## config.mk

```make
export PLATFORM = sky130hd
export DESIGN_NAME = serial_frame_store_flat
export DESIGN_NICKNAME = d
export VERILOG_FILES = /design/src/rtl/serial_frame_store_pkg.sv /design/src/rtl/serial_frame_store_if.sv /design/src/rtl/serial_frame_store_bit_write_decoder.sv /design/src/rtl/serial_frame_store.sv /design/src/flat_wrapper.sv
export SDC_FILE = /design/constraint.sdc
export NUM_CORES = 1
export LEC_CHECK = 0
export BUFFER_PORTS_ARGS = -buffer_cell sky130_fd_sc_hd__clkbuf_2
export CORE_ASPECT_RATIO = 0.8
export CORE_MARGIN = 5
export CORE_UTILIZATION = 61
export CTS_BUF_LIST = sky130_fd_sc_hd__clkbuf_4 sky130_fd_sc_hd__clkbuf_8 sky130_fd_sc_hd__clkbuf_16
export DETAILED_ROUTE_END_ITERATION = 10
export PLACE_DENSITY = 0.86
export SLEW_MARGIN = 15
export SYNTH_ARGS = -nofsm -noshare
export SYNTH_HDL_FRONTEND = slang
export SYNTH_SLANG_ARGS = --single-unit
```

## constraint.sdc

```tcl
create_clock -name clock -period 3.9 [get_ports clock]
set_input_delay 0.195 -clock clock [delete_from_list [all_inputs] [get_ports clock]]
set_output_delay 0.195 -clock clock [all_outputs]
set_load 0.05 [all_outputs]
```

## src/rtl/serial_frame_store_pkg.sv

```systemverilog
// Shared definitions for the serial frame store: state encoding and default sizes.
package serial_frame_store_pkg;

    localparam int unsigned DEF_COUNTER_SIZE = 4;
    localparam int unsigned DEF_BUFFER_SIZE  = 16;

    typedef enum logic {
        ST_FILL    = 1'b0,
        ST_PENDING = 1'b1
    } state_e;

endpackage

```

## src/rtl/serial_frame_store_if.sv

```systemverilog
// Output frame handshake between the store and its consumer.
// STORE_PARITY_EN adds buffer_parity alongside buffer.
interface serial_frame_store_if #(
    parameter int unsigned buffer_size = 16
);
    logic                   out_valid;
    logic                   out_ready;
    logic [buffer_size-1:0] buffer;
`ifdef STORE_PARITY_EN
    logic                   buffer_parity;

    modport master (output out_valid, output buffer, output buffer_parity, input out_ready);
    modport slave  (input out_valid, input buffer, input buffer_parity, output out_ready);
`else
    modport master (output out_valid, output buffer, input out_ready);
    modport slave  (input out_valid, input buffer, output out_ready);
`endif
endinterface

```

## src/rtl/serial_frame_store_bit_write_decoder.sv

```systemverilog
// Decodes the strobed bit index and merges the write into the fill bank, mask and count.
module bit_write_decoder #(
    parameter int unsigned counter_size = 4,
    parameter int unsigned buffer_size  = 16
) (
    input  logic                    oeenable,
    input  logic [2*counter_size:0] ramadrs,
    input  logic                    txda,
    input  logic [buffer_size-1:0]  bank_q,
    input  logic [buffer_size-1:0]  mask_q,
    input  logic [counter_size:0]   fill_count_q,
    output logic                    write_en,
    output logic [buffer_size-1:0]  bank_merged,
    output logic [buffer_size-1:0]  mask_merged,
    output logic [counter_size:0]   fill_count_merged,
    output logic                    mask_full
);
    localparam logic [counter_size:0] BUF_SIZE_W = (counter_size+1)'(buffer_size);

    logic [counter_size-1:0] index;
    logic                    unused_adr;

    assign index      = ramadrs[2*counter_size:counter_size+1];
    assign unused_adr = ^ramadrs[counter_size:0];
    assign write_en   = !oeenable && ({1'b0, index} < BUF_SIZE_W);

    always_comb begin
        bank_merged       = bank_q;
        mask_merged       = mask_q;
        fill_count_merged = fill_count_q;
        for (int unsigned i = 0; i < buffer_size; i++) begin
            if (write_en && ({1'b0, index} == (counter_size+1)'(i))) begin
                bank_merged[i] = txda;
                mask_merged[i] = 1'b1;
                if (!mask_q[i]) begin
                    fill_count_merged = fill_count_q + (counter_size+1)'(1);
                end
            end
        end
    end

    assign mask_full = &mask_merged;

endmodule

```

## src/rtl/serial_frame_store.sv

```systemverilog
// Serial bit capture into a fill bank with one frame of elastic output buffering.
// STORE_PARITY_EN adds a registered XOR of buffer on the output interface.
module serial_frame_store
    import serial_frame_store_pkg::*;
#(
    parameter int unsigned counter_size = DEF_COUNTER_SIZE,
    parameter int unsigned buffer_size  = DEF_BUFFER_SIZE,
    parameter bit          partial_ok   = 1'b1
) (
    input  logic                    clock,
    input  logic                    reset,
    input  logic                    oeenable,
    input  logic [2*counter_size:0] ramadrs,
    input  logic                    txda,
    input  logic                    frame_end,
    output logic [counter_size:0]   fill_count,
    output logic                    overflow,
    serial_frame_store_if.master    out_if
);
    state_e                 state_q, state_d;
    logic [buffer_size-1:0] bank_q, bank_d;
    logic [buffer_size-1:0] mask_q, mask_d;
    logic [counter_size:0]  fill_count_q, fill_count_d;
    logic [buffer_size-1:0] buffer_q, buffer_d;
    logic                   out_valid_q, out_valid_d;
    logic                   overflow_q, overflow_d;

    logic                   write_en;
    logic [buffer_size-1:0] bank_merged;
    logic [buffer_size-1:0] mask_merged;
    logic [counter_size:0]  fill_count_merged;
    logic                   mask_full;
    logic                   consume;
    logic                   complete;

    bit_write_decoder #(
        .counter_size (counter_size),
        .buffer_size  (buffer_size)
    ) u_decoder (
        .oeenable          (oeenable),
        .ramadrs           (ramadrs),
        .txda              (txda),
        .bank_q            (bank_q),
        .mask_q            (mask_q),
        .fill_count_q      (fill_count_q),
        .write_en          (write_en),
        .bank_merged       (bank_merged),
        .mask_merged       (mask_merged),
        .fill_count_merged (fill_count_merged),
        .mask_full         (mask_full)
    );

    assign consume  = out_valid_q && out_if.out_ready;
    assign complete = mask_full || (frame_end && partial_ok);

    always_comb begin
        state_d      = state_q;
        bank_d       = bank_q;
        mask_d       = mask_q;
        fill_count_d = fill_count_q;
        buffer_d     = buffer_q;
        out_valid_d  = out_valid_q;
        overflow_d   = overflow_q;
        unique case (state_q)
            ST_FILL: begin
                bank_d       = bank_merged;
                mask_d       = mask_merged;
                fill_count_d = fill_count_merged;
                if (consume) begin
                    out_valid_d = 1'b0;
                end
                if (complete) begin
                    if (!out_valid_q || consume) begin
                        buffer_d     = bank_merged;
                        out_valid_d  = 1'b1;
                        bank_d       = '0;
                        mask_d       = '0;
                        fill_count_d = '0;
                    end else begin
                        // Slot busy: keep the merged bank frozen until the consumer drains.
                        state_d = ST_PENDING;
                    end
                end
            end
            ST_PENDING: begin
                if (write_en) begin
                    overflow_d = 1'b1;
                end
                if (consume) begin
                    buffer_d     = bank_q;
                    bank_d       = '0;
                    mask_d       = '0;
                    fill_count_d = '0;
                    state_d      = ST_FILL;
                end
            end
            default: state_d = ST_FILL;
        endcase
    end

    always_ff @(posedge clock) begin
        if (!reset) begin
            state_q      <= ST_FILL;
            bank_q       <= '0;
            mask_q       <= '0;
            fill_count_q <= '0;
            buffer_q     <= '0;
            out_valid_q  <= 1'b0;
            overflow_q   <= 1'b0;
        end else begin
            state_q      <= state_d;
            bank_q       <= bank_d;
            mask_q       <= mask_d;
            fill_count_q <= fill_count_d;
            buffer_q     <= buffer_d;
            out_valid_q  <= out_valid_d;
            overflow_q   <= overflow_d;
        end
    end

`ifdef STORE_PARITY_EN
    logic parity_q;

    always_ff @(posedge clock) begin
        if (!reset) begin
            parity_q <= 1'b0;
        end else begin
            parity_q <= ^buffer_d;
        end
    end

    assign out_if.buffer_parity = parity_q;
`endif

    assign out_if.out_valid = out_valid_q;
    assign out_if.buffer    = buffer_q;
    assign fill_count       = fill_count_q;
    assign overflow         = overflow_q;

endmodule
```

## src/flat_wrapper.sv

```systemverilog
// flat-port wrapper written by rule: the top's interface ports become plain ports
module serial_frame_store_flat import serial_frame_store_pkg::*;
#(
    parameter int unsigned counter_size = DEF_COUNTER_SIZE,
    parameter int unsigned buffer_size  = DEF_BUFFER_SIZE,
    parameter bit          partial_ok   = 1'b1
)
  (clock, reset, oeenable, ramadrs, txda, frame_end, fill_count, overflow, out_if_out_valid, out_if_buffer, out_if_out_ready);
  serial_frame_store_if #(.buffer_size(buffer_size)) out_if_i ();
  input  logic clock;
  input  logic reset;
  input  logic oeenable;
  input  logic [2*counter_size:0] ramadrs;
  input  logic txda;
  input  logic frame_end;
  output logic [counter_size:0] fill_count;
  output logic overflow;
  output wire logic [$bits(out_if_i.out_valid)-1:0] out_if_out_valid;
  output wire logic [$bits(out_if_i.buffer)-1:0] out_if_buffer;
  input wire logic [$bits(out_if_i.out_ready)-1:0] out_if_out_ready;
  assign out_if_out_valid = out_if_i.out_valid;
  assign out_if_buffer = out_if_i.buffer;
  assign out_if_i.out_ready = out_if_out_ready;
  serial_frame_store #(.counter_size(counter_size), .buffer_size(buffer_size), .partial_ok(partial_ok)) u_core (.clock(clock), .reset(reset), .oeenable(oeenable), .ramadrs(ramadrs), .txda(txda), .frame_end(frame_end), .fill_count(fill_count), .overflow(overflow), .out_if(out_if_i));
endmodule
```

==> impl_metrics.yaml <==
outcome:
  status: "finished, final reports clean"
placed_design:
  gp_congestion: 0.943
  dpl_cell_area_um2: 2900
  dp_hpwl_um: 4460
  port_buffers: 32
sta:
  worst_slew_pin_slew_ps: 963
  finalHoldViolCount: 0
  slew_violations: 0
  rsz0062_at_grt: "false"
  period_share_pct: 66.8
  timing.setup.tns_ps: 0
  fmax_mhz: 384
  slew_headroom_pct: 35.8
  finalSetupViolCount: 0
  min_period_ps: 2610
  finalClockSkew_ps: 6.77
global_routing:
  grt_max_degree: 33
  grt_pass1_vias: 2280
  grtUsageTotal_pct: 21.8
  grt_pass1_wl_um: 10800
  gr-total-overflow: 0
  grt_antenna_before_repair: 0
drt:
  initialDrtViolationCount: 199
  wl_per_cell_um: 16.4
  via_per_inst: 6.20
  dr_total_vias: 2436
  antenna_left: 0
  drc: 0
  drt_first_pass_iters: 6
  totalWireLength_um: 6450
layout:
  seqCellArea_um2: 1120
  design_area_um2: 3020
  num_antenna_cells: 0
  fill_cells: 340
  multiInputGateArea_um2: 1470
  nets: 351
  syn2layout_area_growth_pct: 9.60
  drive_gt1_share_pct: 22.3
worst_setup_path:
  critPathArrivalTime_ps: 2840
  worst_ep_required_time_ps: 4130
  crit_path_start_kind: "input port"
  setup.worst_path.class: "in -> reg"
  endpoint_kind: "flop"
  path_max_fanout: 32
floorplanning:
  die_height_um: 70.1
  die_x_um: 85.1
  rows: 21
  start_util_pct: 64.2
  core_um2: 4280
  die_area_um2: 5960
  ios: 38
synthesis:
  synth_nets: 328
  yosys-top-cells-area: "dfxtp_1 41%, nor2_1 6.4%, a211oi_2 6.4%"
  yosysSeqAreaShare_pct: 40.7
  synth_flop_cell: "dfxtp_1"
  yosys-top-cells-count: "56 x dfxtp_1, 47 x nor2_1, 26 x o21ai_0, 21 x nand2_1, 20 x o22ai_1"
  synth_area_per_cell_um2: 8.82
  synthDistinctLibCells: 50
  mappedNetlistArea_um2: 2750
  synth_cells: 312
  synth_edf_count: 0
  ys_ff_latch: 56
  yosys.cell_count.top_type: "dfxtp_1"
  async_flop_share_pct: 0
  synth.largest_area_cell: "dfxtp_1"
  yosys_warnings: 0
  yosysTopAreaCellShare_pct: 40.7
clocking:
  clk_pin_slew_ps: 100
  cts_buffers: 5
  cts_sinks: 56
  cts_tree: "built"
  cts_resized: 0
  cts_setup_buffers: 0
  ctsHoldBuffers: 0
  clock_path_buffers: 2
  cts_root_buffer: "clkbuf_8"
  cts_max_level: 2
  clkLatencyLatePin_ps: 310
run:
  drv_cap: 0
power_and_ir_drop:
  power_density_nw_per_um2: 407
  p_leak_nw: 1.05
  ir_drop_mv: 0.257
hold_path:
  hp-class: "in -> reg"
-- cell type report --
| class | count | share of cell area, % |
|---|---|---|
| Clock inverter | 2 | 1.16 |
| Clock buffer | 6 | 2.53 |
| Tap cell | 57 | 2.37 |
| Timing Repair Buffer | 39 | 7.05 |
| Sequential cell | 56 | 37.2 |
| Multi-Input combinational cell | 225 | 48.7 |
| Inverter | 8 | 0.996 |
-- stage by stage --
stage | power [mW] | worst slack, ps | utilization [%] | hold WS (ps) | instances
floorplan | 0.805 | 1760 | - | 311 | 312
global placement | 0.849 | 1070 | 67.8 | 458 | 385
detailed placement | 0.856 | 987 | 67.8 | 483 | 385
CTS | 1.23 | 1300 | 70.4 | 213 | 393
global route | 1.27 | 1040 | 70.4 | 232 | 393
finish | 1.23 | 1290 | 70.4 | 216 | 393
-- layer usage --
layer | global-route usage [%] | vias up | wire, um
li1 | - | 1189 | -
met5 | 0 | - | 0
met4 | 7.73 | 0 | 78
met1 | 29.1 | 1146 | 2920
met2 | 34.2 | 89 | 2970
met3 | 5.41 | 12 | 486
-- worst max-delay path, stage by stage --
cell	delay [ps]
clkbuf_2	200
nor2b_1	620
a21oi_1	220
a2111oi_1	500
nand4_1	220
a21oi_2	160
buf_4	380
nor2_1	120
a211oi_2	220
-- sequential cells by signal, summed over array words and instances, names as in the netlist --
| register | count |
|---|---|
| u_core.out_if.buffer | 16 |
| u_core.overflow | 1 |
| u_core.out_if.out_valid | 1 |
| u_core.bank_q | 16 |
| u_core.fill_count | 5 |
| u_core.state_q | 1 |
| u_core.mask_q | 16 |
-- layout by cell type (no fill, tap or decap), types with 2 or more instances in the layout --
cell type and instances:
xnor2_1 2, o22ai_1 20, buf_4 7, nor2_1 47, nand2_1 21, o21ai_0 26, clkbuf_8 5, a211oi_2 14
dfxtp_1 56, nor3_1 4, a211oi_1 4, nand3b_1 2, a21oi_1 18, clkbuf_2 32, inv_1 8, nor2b_1 2
a31oi_1 10, a2111oi_2 2, o32ai_1 2, and3b_1 2, nand3_1 4, mux2i_1 17, nor3b_2 2, o221ai_1 2
-- power by group --
group | total, mW | internal, mW | switching, mW | leakage, nW
sequential | 0.605 | 0.593 | 0.0122 | 0.455
combinational | 0.238 | 0.0620 | 0.176 | 0.532
clock | 0.384 | 0.198 | 0.186 | 0.0586
-- cell families after synthesis --
family                     Yosys count  share of synthesized area, %
AOI/OAI and AO/OA                  107                          28.2
xor gates and xnor gates             2                         0.637
adders and majority gates            1                         0.455
buffers and inverters               31                          5.87
DFF                                 56                          40.7
muxes                               18                          6.59
and+or+nand+nor                     97                          17.5
-- path summary, 6_finish.rpt --
check                         start                      end  slack (ps)  depth (start not counted)
setup reg to reg     u_core.state_q  u_core.out_if.buffer[0]        1630                          7
hold / removal                reset           u_core.state_q         220                          3
hold reg to reg   u_core.mask_q[14]        u_core.mask_q[14]         500                          2
setup / recovery         ramadrs[7]  u_core.out_if.buffer[0]        1290                          9
Note: power is estimated with default switching activity, not from simulation.
